File: src/rtl/edge_event_arbiter_if.sv
// Event port between the edge-event arbiter (master) and its single consumer (slave).
// The event is transferred when evt_valid && evt_ready at a rising clock edge.
interface edge_event_arbiter_if #(
  parameter int ID_W = 2
);
  logic            evt_valid;
  logic            evt_ready;
  logic [ID_W-1:0] evt_id;
  logic            evt_rise;

  modport master (output evt_valid, evt_id, evt_rise, input evt_ready);
  modport slave  (input evt_valid, evt_id, evt_rise, output evt_ready);
endinterface

File: src/rtl/edge_event_arbiter.sv
// Per-channel rise/fall edge detection with pending-event storage, sticky overflow flags and
// round-robin serialisation of the pending events onto one valid/ready event port.
module edge_event_arbiter #(
  parameter int N    = 4,
  parameter int ID_W = 2
) (
  input  logic                 clk,
  input  logic                 rst,
  input  logic [N-1:0]         i_sig,
  input  logic [N-1:0]         i_rise_en,
  input  logic [N-1:0]         i_fall_en,
  input  logic [N-1:0]         i_ovf_clr,
  output logic [N-1:0]         o_ovf,
  edge_event_arbiter_if.master evt
);

  logic [N-1:0]    r_h0, r_h1;          // newest / previous sample of i_sig
  logic [N-1:0]    r_pend_r, r_pend_f;
  logic [N-1:0]    r_ord;               // 1: pending rise was detected before pending fall
  logic [N-1:0]    r_ovf;
  logic [ID_W-1:0] r_ptr;
  logic            r_valid;
  logic [ID_W-1:0] r_id;
  logic            r_rise;

  logic [N-1:0]    w_det_r, w_det_f, w_any;
  logic [N-1:0]    w_gnt_r, w_gnt_f, w_keep_r, w_keep_f;
  logic [N-1:0]    w_set_r, w_set_f, w_pend_r_nxt, w_pend_f_nxt;
  logic [N-1:0]    w_ord_nxt, w_ovf_set, w_oh;
  logic            w_load, w_found, w_rise_sel;
  logic [ID_W-1:0] w_win;
  int              w_best_d;

  assign w_det_r = r_h0 & ~r_h1 & i_rise_en;
  assign w_det_f = ~r_h0 & r_h1 & i_fall_en;
  assign w_any   = r_pend_r | r_pend_f;
  assign w_load  = ~r_valid | evt.evt_ready;

  // Round-robin pick: the pending channel closest after r_ptr (distance 0 == r_ptr+1).
  // NOTE: every always_comb output gets a default before any conditional write, so no latch forms.
  always_comb begin
    w_found    = 1'b0;
    w_win      = '0;
    w_rise_sel = 1'b0;
    w_oh       = '0;
    w_best_d   = N;
    for (int j = 0; j < N; j++) begin
      if (w_any[j] && (((j + N - 1 - int'(r_ptr)) % N) < w_best_d)) begin
        w_best_d   = (j + N - 1 - int'(r_ptr)) % N;
        w_found    = 1'b1;
        w_win      = ID_W'(j);
        w_rise_sel = r_pend_r[j] & (~r_pend_f[j] | r_ord[j]);
        w_oh       = '0;
        w_oh[j]    = 1'b1;
      end
    end
  end

  assign w_gnt_r  = (w_load && w_found &&  w_rise_sel) ? w_oh : '0;
  assign w_gnt_f  = (w_load && w_found && !w_rise_sel) ? w_oh : '0;
  assign w_keep_r = r_pend_r & ~w_gnt_r;
  assign w_keep_f = r_pend_f & ~w_gnt_f;

  // A detect on a still-pending bit is dropped; a bit granted this cycle can take the new event.
  assign w_set_r      = w_det_r & ~w_keep_r;
  assign w_set_f      = w_det_f & ~w_keep_f;
  assign w_ovf_set    = (w_det_r & w_keep_r) | (w_det_f & w_keep_f);
  assign w_pend_r_nxt = i_rise_en & (w_det_r | w_keep_r);
  assign w_pend_f_nxt = i_fall_en & (w_det_f | w_keep_f);
  assign w_ord_nxt    = (w_set_r & ~w_pend_f_nxt) | (w_set_f & w_pend_r_nxt) |
                        (~(w_set_r | w_set_f) & r_ord);

  // NOTE: sequential state uses non-blocking assignments so every register samples pre-edge values.
  always_ff @(posedge clk or posedge rst) begin
    if (rst) begin
      r_h0     <= '0;
      r_h1     <= '0;
      r_pend_r <= '0;
      r_pend_f <= '0;
      r_ord    <= '0;
      r_ovf    <= '0;
      r_ptr    <= ID_W'(N - 1);
      r_valid  <= 1'b0;
      r_id     <= '0;
      r_rise   <= 1'b0;
    end else begin
      r_h1     <= r_h0;
      r_h0     <= i_sig;
      r_pend_r <= w_pend_r_nxt;
      r_pend_f <= w_pend_f_nxt;
      r_ord    <= w_ord_nxt;
      r_ovf    <= (r_ovf & ~i_ovf_clr) | w_ovf_set;
      if (w_load) begin
        r_valid <= w_found;
        if (w_found) begin
          r_id   <= w_win;
          r_rise <= w_rise_sel;
          r_ptr  <= w_win;
        end
      end
    end
  end

  assign evt.evt_valid = r_valid;
  assign evt.evt_id    = r_id;
  assign evt.evt_rise  = r_rise;
  assign o_ovf         = r_ovf;

endmodule

File: src/flat_wrapper.sv
// flat-port wrapper written by rule: the top's interface ports become plain ports
module edge_event_arbiter_flat 
#(
  parameter int N    = 4,
  parameter int ID_W = 2
)
  (clk, rst, i_sig, i_rise_en, i_fall_en, i_ovf_clr, o_ovf, evt_evt_valid, evt_evt_id, evt_evt_rise, evt_evt_ready);
  edge_event_arbiter_if #(.ID_W(ID_W)) evt_i ();
  input  logic clk;
  input  logic rst;
  input  logic [N-1:0] i_sig;
  input  logic [N-1:0] i_rise_en;
  input  logic [N-1:0] i_fall_en;
  input  logic [N-1:0] i_ovf_clr;
  output logic [N-1:0] o_ovf;
  output wire logic [$bits(evt_i.evt_valid)-1:0] evt_evt_valid;
  output wire logic [$bits(evt_i.evt_id)-1:0] evt_evt_id;
  output wire logic [$bits(evt_i.evt_rise)-1:0] evt_evt_rise;
  input wire logic [$bits(evt_i.evt_ready)-1:0] evt_evt_ready;
  assign evt_evt_valid = evt_i.evt_valid;
  assign evt_evt_id = evt_i.evt_id;
  assign evt_evt_rise = evt_i.evt_rise;
  assign evt_i.evt_ready = evt_evt_ready;
  edge_event_arbiter #(.N(N), .ID_W(ID_W)) u_core (.clk(clk), .rst(rst), .i_sig(i_sig), .i_rise_en(i_rise_en), .i_fall_en(i_fall_en), .i_ovf_clr(i_ovf_clr), .o_ovf(o_ovf), .evt(evt_i));
endmodule
File: config.mk
export PLATFORM = sky130hd
export DESIGN_NAME = edge_event_arbiter_flat
export DESIGN_NICKNAME = d
export VERILOG_FILES = /design/src/rtl/edge_event_arbiter_if.sv /design/src/rtl/edge_event_arbiter.sv /design/src/flat_wrapper.sv
export SDC_FILE = /design/constraint.sdc
export NUM_CORES = 1
export LEC_CHECK = 0
export CAP_MARGIN = 20
export CORE_MARGIN = 2
export CORE_UTILIZATION = 30
export CTS_BUF_LIST = sky130_fd_sc_hd__clkbuf_8
export DETAILED_ROUTE_END_ITERATION = 8
export PLACE_DENSITY = 0.6
export SKIP_LAST_GASP = 1
export SYNTH_ARGS = -nofsm -noshare
export SYNTH_HDL_FRONTEND = slang
export SYNTH_SLANG_ARGS = --single-unit
File: constraint.sdc
create_clock -name clk -period 8.65 [get_ports clk]
set_clock_uncertainty 0.05 [all_clocks]
set_input_delay 1.73 -clock clk [delete_from_list [all_inputs] [get_ports clk]]
set_output_delay 1.73 -clock clk [all_outputs]
set_load 0.01 [all_outputs]
==> results of run 1 <==
metal layers:
| metal | vias up | routed length [microns] | track usage | part of all wire |
|---|---|---|---|---|
| li1 | 757 | - | - | - |
| met1 | 733 | 1850 | 0.159 | 0.47 |
| met2 | 31 | 1850 | 0.212 | 0.47 |
| met3 | 7 | 155 | 0.0326 | 0.040 |
| met4 | 0 | 58 | 0.0542 | 0.015 |
| met5 | - | 0 | 0 | 0 |
report_power, final:
| group | switching [mW] | internal, mW | total [mW] | leakage [nW] |
|---|---|---|---|---|
| Combinational | 0.188 | 0.144 | 0.332 | 0.468 |
| Clock | 0.0533 | 0.0629 | 0.116 | 0.0524 |
| Sequential | 0.0332 | 0.174 | 0.207 | 0.363 |
state kept, by name (all words and copies together) (netlist names), 2 cells and up:
| name | count |
|---|---|
| u_core.o_ovf | 4 |
| u_core.r_h0 | 4 |
| u_core.r_h1 | 4 |
| u_core.r_ord | 4 |
| u_core.r_pend_f | 4 |
| u_core.r_pend_r | 4 |
| u_core.evt.evt_id | 2 |
| u_core.r_ptr | 2 |
critical path, delay by kind of cell (launching register included):
kind	cells	cell delay (ns)
AO/OA/AOI/OAI	8	1.54
AND/OR/NAND/NOR	8	1.86
flip-flops	1	0.53
adder cells (fa/ha/maj)	3	0.77
placed cells by master (no fill, tap or decap), types with 3 or more instances in the layout:
cell type        instances
o21a_1                   4
a21oi_1                 12
nor2b_1                  9
and3_1                   3
nor2_1                  21
nand3b_1                 4
o21ai_1                  5
inv_1                   15
nand2_1                 12
ha_1                     3
o22ai_1                  3
nor2_2                   3
o21ai_0                  5
nand2b_1                 8
nand3_1                  5
dfrtp_1                 28
clkbuf_8                 6
clkdlybuf4s50_1         26
and2_1                   3
nor3_1                   7
cell families (layout without fill, tap and decap cells):
group,after synthesis,in the layout,synth area share
muxes,2,2,0.0114
DFF,30,30,0.428
adders and majority gates,3,3,0.0213
buffers and inverters,17,49,0.0420
and+or+nand+nor,83,83,0.255
AOI/OAI and AO/OA,57,57,0.242
metrics by stage:
stage               cells  power [mW]
floorplan             192       0.453
global placement      288       0.534
detailed placement    288       0.538
CTS                   296       0.656
global route          296       0.710
finish                296       0.656
synthesized netlist by cell type, types with 2 or more instances:
cell,count,share of area
dfrtp_1,28,0.40
nor2_1,21,0.045
inv_1,14,0.030
a21oi_1,12,0.034
nand2_1,12,0.026
nor2b_1,9,0.032
nand2b_1,8,0.028
nor3_1,7,0.020
nand3_1,5,0.014
o21ai_0,5,0.014
o21ai_1,5,0.014
nand3b_1,4,0.017
o21a_1,4,0.017
and2_1,3,0.011
and3_1,3,0.011
ha_1,3,0.021
nor2_2,3,0.011
o22ai_1,3,0.011
a211o_1,2,0.010
a21oi_2,2,0.010
a221oi_1,2,0.010
buf_2,2,0.0057
dfstp_2,2,0.030
mux2i_1,2,0.011
o211ai_1,2,0.0085
o221a_2,2,0.013
o221ai_1,2,0.010
or2_2,2,0.0071
layout make-up:
cell class	count	share of cell area
multi-input cells	145	0.426
flip-flops and latches	30	0.344
repair buffers	27	0.122
well taps	72	0.0412
clock buffers	6	0.0378
inverters	14	0.0240
clock inverters	2	0.00400
path summary, 6_finish.rpt:
path                                                    endpoint  cells past startpoint
worst max-delay path                   u_core.r_ord[1]$_DFF_PP0_                     19
max in group asynchronous            u_core.r_ptr[0]$_DFFE_PP1P_                      3
worst min-delay path                    u_core.r_h1[2]$_DFF_PP0_                      0
min in group asynchronous       u_core.evt.evt_id[1]$_DFFE_PP0P_                      3
worst max register to register         u_core.r_ord[1]$_DFF_PP0_                     19
worst min register to register          u_core.r_h1[2]$_DFF_PP0_                      0
==> qor.json, run 1 <==
{
  "worst_hold_startpoint": {"value": "u_core.r_h0[2]$_DFF_PP0_"},
  "report.final.slew_viol_count": {"value": 0},
  "fill_cells": {"value": 585},
  "critPathMaxFanout": {"value": 9},
  "overflow": {"value": 0},
  "worst_case_hold_slack": {"value": 0.333, "unit": "ns"},
  "number_of_antenna_repair_diodes": {"value": 0},
  "post_cts.resized_instances": {"value": 0},
  "grt_pass1_wl": {"value": 6.51, "unit": "mm"},
  "dominantRegCellSynth": {"value": "dfrtp_1"},
  "multi_input_comb_area": {"value": 932, "unit": "sq um"},
  "core-area": {"value": 5570, "unit": "sq um"},
  "achievable-frequency": {"value": 206, "unit": "MHz"},
  "post_synth_edffs": {"value": 0},
  "cts-buffers-inserted": {"value": 5},
  "clockRootBuffer": {"value": "clkbuf_8"},
  "critical_path.max_stage_delay": {"value": 0.53, "unit": "ns"},
  "finalWeightedCongestion": {"value": 0.950},
  "cts_tree": {"value": "built"},
  "fin_setup_tns": {"value": 0, "unit": "ns"},
  "setup_viol_count_final": {"value": 0},
  "synth.ff_latch_count": {"value": 30},
  "cp_data_arrival_time": {"value": 4.99, "unit": "ns"},
  "yosysWarningCount": {"value": 0},
  "final_design_area_no_fill": {"value": 2190, "unit": "sq um"},
  "drt.antenna.violating_nets": {"value": 0},
  "cts_max_path_buffers": {"value": 2},
  "synthDistinctLibCells": {"value": 51},
  "outcome": {"value": "completed"},
  "synthCells": {"value": 192},
  "maxCapViolations": {"value": 0},
  "clkSlewWorstSetupHoldPaths": {"value": 0.06, "unit": "ns"},
  "post-route-period-util": {"value": 0.561},
  "worst_path_most_repeated_cell": {"value": "ha_1"},
  "worst_setup_path_end_kind": {"value": "register"},
  "num_io_pins": {"value": 27},
  "layout.core_utilization": {"value": 0.392},
  "ff2ff_setup_slack": {"value": 3.80, "unit": "ns"},
  "cell_row_count": {"value": 27},
  "cts_hold_repair.buffers": {"value": 0},
  "hold_fails_final_rpt": {"value": 0},
  "min_period": {"value": 4.85, "unit": "ns"},
  "synth_seq_area_share": {"value": 0.428},
  "crit_path_top_delay_cell": {"value": "dfrtp_1"},
  "detailed_place_hpwl": {"value": 2.94, "unit": "mm"},
  "fp.dieW": {"value": 80.6, "unit": "microns"},
  "post_synth.cell_area_avg": {"value": 9.16, "unit": "sq um"},
  "layout.area.seq": {"value": 753, "unit": "sq um"},
  "cts.sinks": {"value": 30},
  "first_iter_violations": {"value": 84},
  "cts_htree_levels": {"value": 2},
  "power.leakage": {"value": 0.884, "unit": "nW"},
  "crit-reg2reg-launch": {"value": "u_core.r_pend_r[0]$_DFF_PP0_"},
  "gr-usage-all-layers": {"value": 0.128},
  "synth_fp_nets": {"value": 214},
  "max-vdd-ir-drop": {"value": 129, "unit": "uV"},
  "finish.net_count": {"value": 245},
  "dp_worst_setup_slack": {"value": 3.84, "unit": "ns"},
  "grt_antenna_before_repair": {"value": 0},
  "floorplan.initialDensity": {"value": 0.316},
  "grt_pass1_vias": {"value": 1453},
  "timing.max_slew.rel_slack": {"value": 0.634},
  "place_area": {"value": 2100, "unit": "sq um"},
  "power-per-cell-area": {"value": 300, "unit": "nW/um^2"},
  "route.detailed.wl_per_inst": {"value": 13.2, "unit": "microns"},
  "startpoint_type": {"value": "register"},
  "avgViaCountPerCell": {"value": 5.16},
  "post_route_cells_drive_above_1_share": {"value": 0.112},
  "first_pass_iters": {"value": 4},
  "setup_repair_after_global_routing_missed_its_margin": {"value": "false"},
  "setup_fix_bufs_post_cts": {"value": 0},
  "die_area": {"value": 6490, "unit": "sq um"},
  "path_class": {"value": "register to register"},
  "postSynth.asyncResetShare": {"value": 1.00},
  "insertion_delay_of_the_later_clocked_pin_in_the_worst_skew_pair": {"value": 0.28, "unit": "ns"},
  "vias": {"value": 1528},
  "timing.hold.worst.class": {"value": "register to register"},
  "max_slew.worst_pin.slew": {"value": 0.549, "unit": "ns"},
  "finalWorstSetupSlack": {"value": 3.80, "unit": "ns"},
  "syn2layout_area_growth": {"value": 24.3, "unit": "%"},
  "die-height": {"value": 80.6, "unit": "microns"},
  "maximum_number_of_pins_on_one_net_before_global_route_repair": {"value": 31},
  "wirelength": {"value": 3.92, "unit": "mm"},
  "place.port_buffers": {"value": 26},
  "cp_startpoint": {"value": "u_core.r_pend_r[0]$_DFF_PP0_"},
  "required": {"value": 8.78, "unit": "ns"},
  "remaining_drc_errors": {"value": 0},
  "post_synthesis_cell_area": {"value": 1760, "unit": "sq um"},
  "critical_path_cell_by_cell": {"value": "nor2_2 -> or2_2 -> ha_1 -> o21ai_0 -> a21oi_1 -> o22a_1 -> ha_1 -> nor2b_1 -> o22ai_1 -> a22oi_2 -> o21ai_0 -> ha_1 -> nor3_1 -> nand3b_1 -> and3_1 -> and2_1 -> o311ai_1 -> nor3_1 -> a311oi_1"}
}
(Power assumes the default switching activity.)
==> run 2: changes to the inputs <==
- clock period: 8.65 -> 4.5 ns (I/O delays scaled with it)
==> qor.json, run 2 (same netlist as run 1, synthesis figures left out) <==
{
  "drt.antenna.violating_nets": {"value": 0, "change": "unchanged"},
  "setup.worst_path.end": {"value": "u_core.r_ord[0]$_DFF_PP0_"},
  "seq_power_share": {"value": 0.259, "change": "-0.057"},
  "cts_htree_levels": {"value": 2, "change": "unchanged"},
  "route.detailed.wl_per_inst": {"value": 13.3, "unit": "microns", "change": "+0.64%"},
  "wirelength": {"value": 4.19, "unit": "mm", "change": "+7.1%"},
  "required": {"value": 4.67, "unit": "ns", "change": "-4.11 ns"},
  "cts.sinks": {"value": 30, "change": "unchanged"},
  "timing.reg2reg.worst_path_depth": {"value": 21, "change": "+2"},
  "fill_cells": {"value": 546, "change": "-6.7%"},
  "grt_pass1_vias": {"value": 1480, "change": "+1.9%"},
  "max_slew.worst_pin.slew": {"value": 0.581, "unit": "ns", "change": "+0.0320 ns"},
  "cp_startpoint": {"value": "u_core.r_ptr[1]$_DFFE_PP1P_"},
  "total_switching_power": {"value": 608, "unit": "uW", "change": "+120%"},
  "critPathMaxFanout": {"value": 5, "change": "-4"},
  "avgViaCountPerCell": {"value": 5.07, "change": "-1.8%"},
  "layout.core_utilization": {"value": 0.434, "change": "+0.0420"},
  "min_period": {"value": 4.46, "unit": "ns", "change": "-0.395 ns"},
  "startpoint_type": {"value": "register"},
  "core-area": {"value": 5570, "unit": "sq um", "change": "unchanged"},
  "hold-path-cell-count": {"value": 0, "change": "unchanged"},
  "ff2ff_setup_slack": {"value": 0.04, "unit": "ns", "change": "-3.76 ns"},
  "gr-usage-all-layers": {"value": 0.133, "change": "+0.00426"},
  "floorplan.initialDensity": {"value": 0.316, "change": "unchanged"},
  "finalWeightedCongestion": {"value": 0.849, "change": "-11%"},
  "timing.max_slew.rel_slack": {"value": 0.613, "change": "-0.0213"},
  "post_route_cells_drive_above_1_share": {"value": 0.235, "change": "+0.123"},
  "grt_antenna_before_repair": {"value": 0, "change": "unchanged"},
  "cts-buffers-inserted": {"value": 5, "change": "unchanged"},
  "cell_row_count": {"value": 27, "change": "unchanged"},
  "timing.hold.worst.class": {"value": "register to register"},
  "syn2layout_area_growth": {"value": 37.6, "unit": "%"},
  "final_cell_mix": {"value": "dfrtp_1 (28), clkdlybuf4s50_1 (26), nor2_1 (20)"},
  "setup_repair_after_global_routing_missed_its_margin": {"value": "true"},
  "max-vdd-ir-drop": {"value": 339, "unit": "uV", "change": "+160%"},
  "power-per-cell-area": {"value": 624, "unit": "nW/um^2", "change": "+110%"},
  "comb_power_share": {"value": 0.591, "change": "+0.084"},
  "place.port_buffers": {"value": 26, "change": "unchanged"},
  "achievable-frequency": {"value": 224, "unit": "MHz", "change": "+8.9%"},
  "r2r-end": {"value": "u_core.r_ord[0]$_DFF_PP0_"},
  "maxCapViolations": {"value": 0, "change": "unchanged"},
  "first_iter_violations": {"value": 128, "change": "+52%"},
  "worst_setup_path_end_kind": {"value": "register"},
  "clockRootBuffer": {"value": "clkbuf_8"},
  "fin_setup_tns": {"value": 0, "unit": "ns", "change": "unchanged"},
  "power.leakage": {"value": 0.991, "unit": "nW", "change": "+12%"},
  "report.final.slew_viol_count": {"value": 0, "change": "unchanged"},
  "first_pass_iters": {"value": 4, "change": "unchanged"},
  "number_of_antenna_repair_diodes": {"value": 0, "change": "unchanged"},
  "post-route-period-util": {"value": 0.990, "change": "+0.429"},
  "overflow": {"value": 0, "change": "unchanged"},
  "worst_case_hold_slack": {"value": 0.332, "unit": "ns", "change": "-0.000816 ns"},
  "grt_pass1_wl": {"value": 6.64, "unit": "mm", "change": "+2.1%"},
  "die_area": {"value": 6490, "unit": "sq um", "change": "unchanged"},
  "setup_viol_count_final": {"value": 0, "change": "unchanged"},
  "fp.dieW": {"value": 80.6, "unit": "microns", "change": "unchanged"},
  "detailed_place_hpwl": {"value": 3.02, "unit": "mm", "change": "+2.6%"},
  "insertion_delay_of_the_later_clocked_pin_in_the_worst_skew_pair": {"value": 0.28, "unit": "ns", "change": "about the same"},
  "cts_max_path_buffers": {"value": 2, "change": "unchanged"},
  "num_io_pins": {"value": 27, "change": "unchanged"},
  "vias": {"value": 1596, "change": "+4.5%"},
  "cts_tree": {"value": "built"},
  "outcome": {"value": "completed"},
  "path_class": {"value": "register to register"},
  "maximum_number_of_pins_on_one_net_before_global_route_repair": {"value": 23, "change": "-26%"},
  "clkSlewWorstSetupHoldPaths": {"value": 0.07, "unit": "ns", "change": "about the same"},
  "internal_power": {"value": 903, "unit": "uW", "change": "+140%"},
  "die-height": {"value": 80.6, "unit": "microns", "change": "unchanged"},
  "mostFrequentLayoutCell": {"value": "dfrtp_1"},
  "swShare": {"value": 0.402, "change": "-0.0167"},
  "crit-reg2reg-launch": {"value": "u_core.r_ptr[1]$_DFFE_PP1P_"},
  "cts_hold_repair.buffers": {"value": 0, "change": "unchanged"},
  "remaining_drc_errors": {"value": 0, "change": "unchanged"},
  "cp_data_arrival_time": {"value": 4.62, "unit": "ns", "change": "-0.37 ns"},
  "hold_fails_final_rpt": {"value": 0, "change": "unchanged"},
  "p_clk_frac": {"value": 0.151, "change": "-0.026"},
  "finish.net_count": {"value": 264, "change": "+7.8%"}
}
## run 2: worst max-delay path, cell delays in order (launching register included)
cell and delay, ns:
dfstp_2 0.59, nor2b_4 0.20, nor2_4 0.05, inv_2 0.06
ha_4 0.13, o21ai_2 0.05, a21oi_1 0.15, o22a_1 0.22
ha_4 0.23, nor2b_4 0.13, buf_6 0.11, nor3_4 0.20
a22oi_2 0.10, o21ai_1 0.18, ha_2 0.25, nor3_4 0.07
a2111oi_4 0.38, nand2_2 0.10, or4_4 0.57, or2_4 0.29
a21oi_2 0.12, o311a_1 0.17
## run 2: timing repair
action | 4_1_cts | 5_1_grt
buffers inserted | 0 | 9
endpoints found under the setup margin | 0 | 14
resized for setup | 0 | 22
## run 2: how the worst min path moves through the flow
stage | slack, ns | to | from
floorplan | 0.30 | u_core.r_h1[2]$_DFF_PP0_ | u_core.r_h0[2]$_DFF_PP0_
global placement | 0.31 | u_core.r_h1[2]$_DFF_PP0_ | u_core.r_h0[2]$_DFF_PP0_
detailed placement | 0.32 | u_core.r_h1[2]$_DFF_PP0_ | u_core.r_h0[2]$_DFF_PP0_
CTS | 0.34 | u_core.r_h1[2]$_DFF_PP0_ | u_core.r_h0[2]$_DFF_PP0_
global route | 0.36 | u_core.r_h1[2]$_DFF_PP0_ | u_core.r_h0[2]$_DFF_PP0_
finish | 0.33 | u_core.r_h1[2]$_DFF_PP0_ | u_core.r_h0[2]$_DFF_PP0_
## run 2: power by group through the flow
stage / sequential (mW) / clock, mW / combinational [mW]
2_1_floorplan: 0.384 / 0 / 0.486
3_3_place_gp: 0.391 / 0 / 0.700
3_5_place_dp: 0.393 / 0 / 0.698
4_1_cts: 0.388 / 0.237 / 0.703
5_1_grt: 0.399 / 0.253 / 0.986
6_report: 0.391 / 0.228 / 0.892
## run 2: metal layers
layer  global-route usage  wire length [microns]  up-vias
li1                     -                      -      800
met1                0.176                   2040      759
met2                0.205                   1960       33
met3               0.0348                    151        4
met4               0.0525                     42        0
met5                    0                      0        -
## run 2: cell type report
| cell class | count | area [sq um] | share of cell area |
|---|---|---|---|
| clock inverter | 2 | 12.5 | 0.00517 |
| multi-input combinational | 145 | 1010 | 0.418 |
| inverter | 14 | 52.6 | 0.0217 |
| tap | 72 | 90.1 | 0.0372 |
| clock buffer | 6 | 82.6 | 0.0341 |
| sequential | 30 | 753 | 0.311 |
| timing repair buffer | 46 | 418 | 0.173 |
## run 2: per-stage QoR
step	instance area, sq um	power, mW	setup slack (ns)	instances
after floorplan	1760	0.870	0.136	192
after global placement	2170	1.09	0.101	298
after detailed placement	2170	1.09	0.0419	298
after CTS	2270	1.33	0.0109	306
after global routing	2420	1.64	-0.222	315
final	2420	1.51	0.0441	315
